==> config.mk <==
export PLATFORM = sky130hd
export DESIGN_NAME = keypad_col_debounce
export DESIGN_NICKNAME = d
export VERILOG_FILES = /design/src/rtl/keypad_pkg.sv /design/src/rtl/sync_nff.sv /design/src/rtl/keypad_col_debounce.sv
export SDC_FILE = /design/constraint.sdc
export NUM_CORES = 1
export LEC_CHECK = 0
export CORE_UTILIZATION = 45
export CTS_BUF_LIST = sky130_fd_sc_hd__clkbuf_8
export CTS_CLUSTER_SIZE = 24
export DETAILED_ROUTE_END_ITERATION = 7
export GPL_TIMING_DRIVEN = 0
export PLACE_DENSITY = 0.73
export SYNTH_ARGS = -nofsm -noshare
export SYNTH_HDL_FRONTEND = slang
export SYNTH_SLANG_ARGS = --single-unit
==> constraint.sdc <==
create_clock -name clk -period 2.1 [get_ports clk]
set_clock_uncertainty 0.15 [all_clocks]
set_input_delay 0.63 -clock clk [delete_from_list [all_inputs] [get_ports clk]]
set_output_delay 0.63 -clock clk [all_outputs]
set_load 0.005 [all_outputs]
==> src/rtl/keypad_pkg.sv <==
// Shared types and helpers for the keypad column debouncer.
package keypad_pkg;

    localparam int COL_W = 4;
    localparam logic [COL_W-1:0] NO_KEY = 4'b0000;

    typedef enum logic [1:0] {
        IDLE,
        PRESS_WAIT,
        HELD,
        RELEASE_WAIT
    } debounce_state_t;

    function automatic logic is_onehot(input logic [COL_W-1:0] v);
        return (v != NO_KEY) && ((v & (v - 1'b1)) == NO_KEY);
    endfunction

endpackage

==> src/rtl/sync_nff.sv <==
// Multi-flop synchroniser; flops reset to all-ones so an idle pulled-up bus reads as released.
module sync_nff #(
    parameter int WIDTH = 4,
    parameter int DEPTH = 2
) (
    input  logic             clk,
    input  logic             reset,
    input  logic [WIDTH-1:0] d,
    output logic [WIDTH-1:0] q
);

    logic [DEPTH-1:0][WIDTH-1:0] stages;

    // NOTE: sequential state uses non-blocking assignments so every flop samples pre-edge values.
    always_ff @(posedge clk or posedge reset) begin
        if (reset) begin
            stages <= '1;
        end else begin
            stages <= {stages[DEPTH-2:0], d};
        end
    end

    assign q = stages[DEPTH-1];

endmodule

==> src/rtl/keypad_col_debounce.sv <==
// Synchronises and debounces active-low keypad columns into an active-high one-hot vector.
module keypad_col_debounce
    import keypad_pkg::*;
#(
    parameter int SYNC_STAGES     = 2,
    parameter int DEBOUNCE_CYCLES = 4
) (
    input  logic             clk,
    input  logic             reset,
    input  logic [COL_W-1:0] col_raw,
    input  logic [COL_W-1:0] r_sel,
    output logic [COL_W-1:0] col_sync,
    output logic             key_held,
    output logic             press_pulse
);

    localparam int CNT_W = $clog2(DEBOUNCE_CYCLES + 1);
    localparam logic [CNT_W-1:0] CNT_LAST = CNT_W'(DEBOUNCE_CYCLES - 1);
    localparam logic [CNT_W-1:0] CNT_SAT  = CNT_W'(DEBOUNCE_CYCLES);

    logic [COL_W-1:0] raw_q;
    logic [COL_W-1:0] s;
    logic [COL_W-1:0] r_q;
    logic             row_changed;

    debounce_state_t  state, state_n;
    logic [COL_W-1:0] cap, cap_n;
    logic [CNT_W-1:0] cnt, cnt_n, cnt_inc;
    logic [COL_W-1:0] col_n;
    logic             pulse_n;

    sync_nff #(
        .WIDTH(COL_W),
        .DEPTH(SYNC_STAGES)
    ) u_sync (
        .clk  (clk),
        .reset(reset),
        .d    (col_raw),
        .q    (raw_q)
    );

    assign s           = ~raw_q;
    assign row_changed = (r_sel != r_q);
    assign cnt_inc     = (cnt == CNT_SAT) ? cnt : cnt + 1'b1;

    // NOTE: every combinational output gets a default first, so no path can infer a latch.
    always_comb begin
        state_n = state;
        cap_n   = cap;
        cnt_n   = cnt;
        unique case (state)
            IDLE: begin
                if (is_onehot(s)) begin
                    cap_n   = s;
                    cnt_n   = '0;
                    state_n = PRESS_WAIT;
                end
            end
            PRESS_WAIT: begin
                if (s != cap || row_changed) begin
                    cnt_n   = '0;
                    state_n = IDLE;
                end else if (cnt == CNT_LAST) begin
                    state_n = HELD;
                end else begin
                    cnt_n = cnt_inc;
                end
            end
            HELD: begin
                if (s != cap) begin
                    cnt_n   = '0;
                    state_n = RELEASE_WAIT;
                end
            end
            RELEASE_WAIT: begin
                if (s == cap) begin
                    state_n = HELD;
                end else if (cnt == CNT_LAST) begin
                    cap_n   = NO_KEY;
                    state_n = IDLE;
                end else begin
                    cnt_n = cnt_inc;
                end
            end
            default: state_n = IDLE;
        endcase

        col_n   = (state_n == HELD || state_n == RELEASE_WAIT) ? cap_n : NO_KEY;
        pulse_n = (state == PRESS_WAIT) && (state_n == HELD);
    end

    always_ff @(posedge clk or posedge reset) begin
        if (reset) begin
            state       <= IDLE;
            cap         <= NO_KEY;
            cnt         <= '0;
            r_q         <= '1;
            col_sync    <= NO_KEY;
            press_pulse <= 1'b0;
        end else begin
            state       <= state_n;
            cap         <= cap_n;
            cnt         <= cnt_n;
            r_q         <= r_sel;
            col_sync    <= col_n;
            press_pulse <= pulse_n;
        end
    end

    assign key_held = (col_sync != NO_KEY);

endmodule

==> impl_metrics.yaml <==
critical_path:
  rrSetupSlack_ns: 0.005
  cp.required_ns: 2.14
  critical_path_arrival_ns: 2.13
  critPathLaunchType: "input port"
  setup.worst_path.class: "input port to register"
  worstPathMaxFanout: 6
  endpoint_kind: "register"
timing:
  period_share_pct: 99.76
  tightest_slew_ns: 0.9408
  relSlewSlack_pct: 37.21
  rsz0062_at_grt: "yes"
  fmax_mhz: 477.4
  setup-violations-final: 0
  tns_ns: 0
  drv_slew: 0
  period_needed_ns: 2.095
  finalHoldViolations: 0
pwr:
  leakagePower_uw: 0.0007295
  ir_drop_uv: 765.2
  power.total_uw: 1638
  p_per_area_nw_per_um2: 966.3
finish:
  multi_input_area_um2: 690.7
  fillCellCount: 198
  syn_to_final_growth_pct: 34.16
  regArea_um2: 666.9
  post-route-util_pct: 66.03
  instances_no_fill: 164
  drive_gt1_share_pct: 41.79
  nets: 152
  antenna_cells: 0
clocking:
  cts_buffers: 3
  clock_latency_ns: 0.27
  clock_sinks: 26
  cts_tree: "built"
  clock-root-buffer: "clkbuf_8"
  cts_hold_buf: 0
  clk_path_buf_depth: 2
  htreeDepth: 1
  clk_pin_slew_worst_paths_ns: 0.09
place:
  dp_hpwl_um: 1777
  placed_cells: 154
  port-buffer-count: 15
  place.gp.congestion: 0.8973
grt:
  grt_use_total_pct: 18.80
  grt_start_max_net_pins: 27
  grt_pass1_wl_um: 3857
  antenna_found_initial: 0
  grt_pass1_vias: 889
  gr-total-overflow: 0
synthesis:
  synth-seq-cells: 26
  synth_common_cells: "14 x dfrtp_1, 12 x dfstp_2, 10 x inv_1"
  yosysTopAreaCellShare_pct: 27.72
  netlist_area_um2: 1264
  synth_nets: 126
  synth_warnings: 0
  synth.largest_area_cell: "dfrtp_1"
  synth_fa_ha_area_share_pct: 6.931
  syn_inst: 109
  synth_most_common_cell: "dfrtp_1"
  synth_ff_type: "dfrtp_1"
  synth_top_family_by_area: "compound AO/OA/AOI/OAI gates"
  avgSynthCellArea_um2: 11.59
  synth_area_leaders: "dfrtp_1 28%, dfstp_2 25%, ha_1 6.9%, o31ai_1 4.2%, xor2_1 4.2%"
  synthMuxAreaShare_pct: 0
  ys_async_sr_fraction_pct: 100.0
  ys_seq_area_share_pct: 52.67
  yosysUniqueCellTypes: 37
  synth_xor_area_share_pct: 4.158
  synth-simple-area-share_pct: 15.94
  synth_edf_count: 0
  synth_compound_area_share_pct: 16.93
run:
  max_cap_viol_count: 0
route:
  antenna_left: 0
  initialDrtViolationCount: 21
  vias: 958
  viasPerCell: 5.841
  routedWlPerCell_um: 16.28
  routed_wl_um: 2670
  drc: 0
  first_pass_iters: 6
floorplan:
  placementRows: 18
  coreArea_um2: 2567
  dieWidth_um: 54.99
  dieArea_um2: 3024
  num_io_pins: 16
  die_h_um: 54.99
  start_util_pct: 49.22
outcome:
  outcome: "completed"
hold_path:
  hp-class: "register to register"
==> metrics by stage <==
step                cell area, um^2  worst slack [ns]  hold slack, ns
floorplan                      1264            0.1024          0.1952
global placement               1451           -0.6356          0.1953
detailed placement             1451           -0.6947          0.1970
CTS                            1583           0.01237          0.2050
global route                   1695          -0.05290          0.2092
finish                         1695          0.005122          0.2068
==> report_power, final <==
group | total, uW | internal (uW) | switching [uW]
logic | 568 | 242 | 326
registers | 655 | 581 | 73.9
clock network | 416 | 255 | 160
total | 1640 | 1080 | 561
==> area by class of cell <==
class | instances | area share [%]
Inverter | 10 | 2.214
Sequential cell | 26 | 39.34
Clock buffer | 3 | 2.435
Tap cell | 30 | 2.214
Clock inverter | 1 | 1.771
Buffer | 1 | 0.4428
Timing Repair Buffer | 21 | 10.85
Multi-Input combinational cell | 72 | 40.74
==> sequential cells by signal (all words and copies together) (netlist names) <==
| register | cells |
|---|---|
| cap | 4 |
| col_sync | 4 |
| r_q | 4 |
| u_sync.q | 4 |
| u_sync.stages | 4 |
| cnt | 3 |
| state | 2 |
| press_pulse | 1 |
==> path summary, 6_finish.rpt <==
| path | start | end | cells past startpoint |
|---|---|---|---|
| max | r_sel[2] | press_pulse | 7 |
| min | u_sync.stages[1] | u_sync.q[1] | 0 |
| max reg2reg | r_q[2] | press_pulse | 6 |
| min reg2reg | u_sync.stages[1] | u_sync.q[1] | 0 |
| max in group asynchronous | reset | state[1] | 2 |
| min in group asynchronous | reset | cap[0] | 2 |
==> layer usage <==
layer	GRT usage [%]	share of wire (%)	vias to the layer above
li1	-	-	439
met1	22.59	42	481
met2	32.33	52	30
met3	3.279	4.3	8
met4	9.167	2.2	0
met5	0	0	-
==> kinds of logic after synthesis <==
logic type	Yosys count
simple gates	31
compound gates	28
flops	26
buf+inv	11
fa+ha+maj	7
xor+xnor	6
==> timing repair <==
item,in CTS,in global routing
setup buffers,2,4
gates resized for setup,24,25
setup endpoints to repair,11,10
gates cloned,0,0
pin swaps,5,8
==> placed cells by master (no fill, tap or decap), types with 2 or more instances in the layout <==
| master | instances |
|---|---|
| nand2_1 | 6 |
| xor2_1 | 2 |
| dfrtp_1 | 13 |
| clkbuf_8 | 3 |
| nand2b_1 | 2 |
| buf_4 | 6 |
| ha_1 | 6 |
| buf_6 | 2 |
| clkdlybuf4s50_1 | 10 |
| clkbuf_2 | 2 |
| nand4b_1 | 2 |
| a21boi_1 | 2 |
| or4_1 | 2 |
| nor4_4 | 2 |
| nor2b_1 | 2 |
| xor2_2 | 4 |
| a22oi_1 | 3 |
| a21oi_1 | 2 |
| dfstp_2 | 12 |
| or2_2 | 4 |
| o31ai_2 | 2 |
| o31ai_1 | 4 |
| inv_1 | 9 |
==> critical path, stage by stage <==
cell,delay [ns]
buf_6,0.09
xor2_1,0.14
a2111o_1,0.43
buf_6,0.15
nor4_4,0.29
o31ai_4,0.15
a221oi_2,0.25
(Power assumes the default switching activity.)
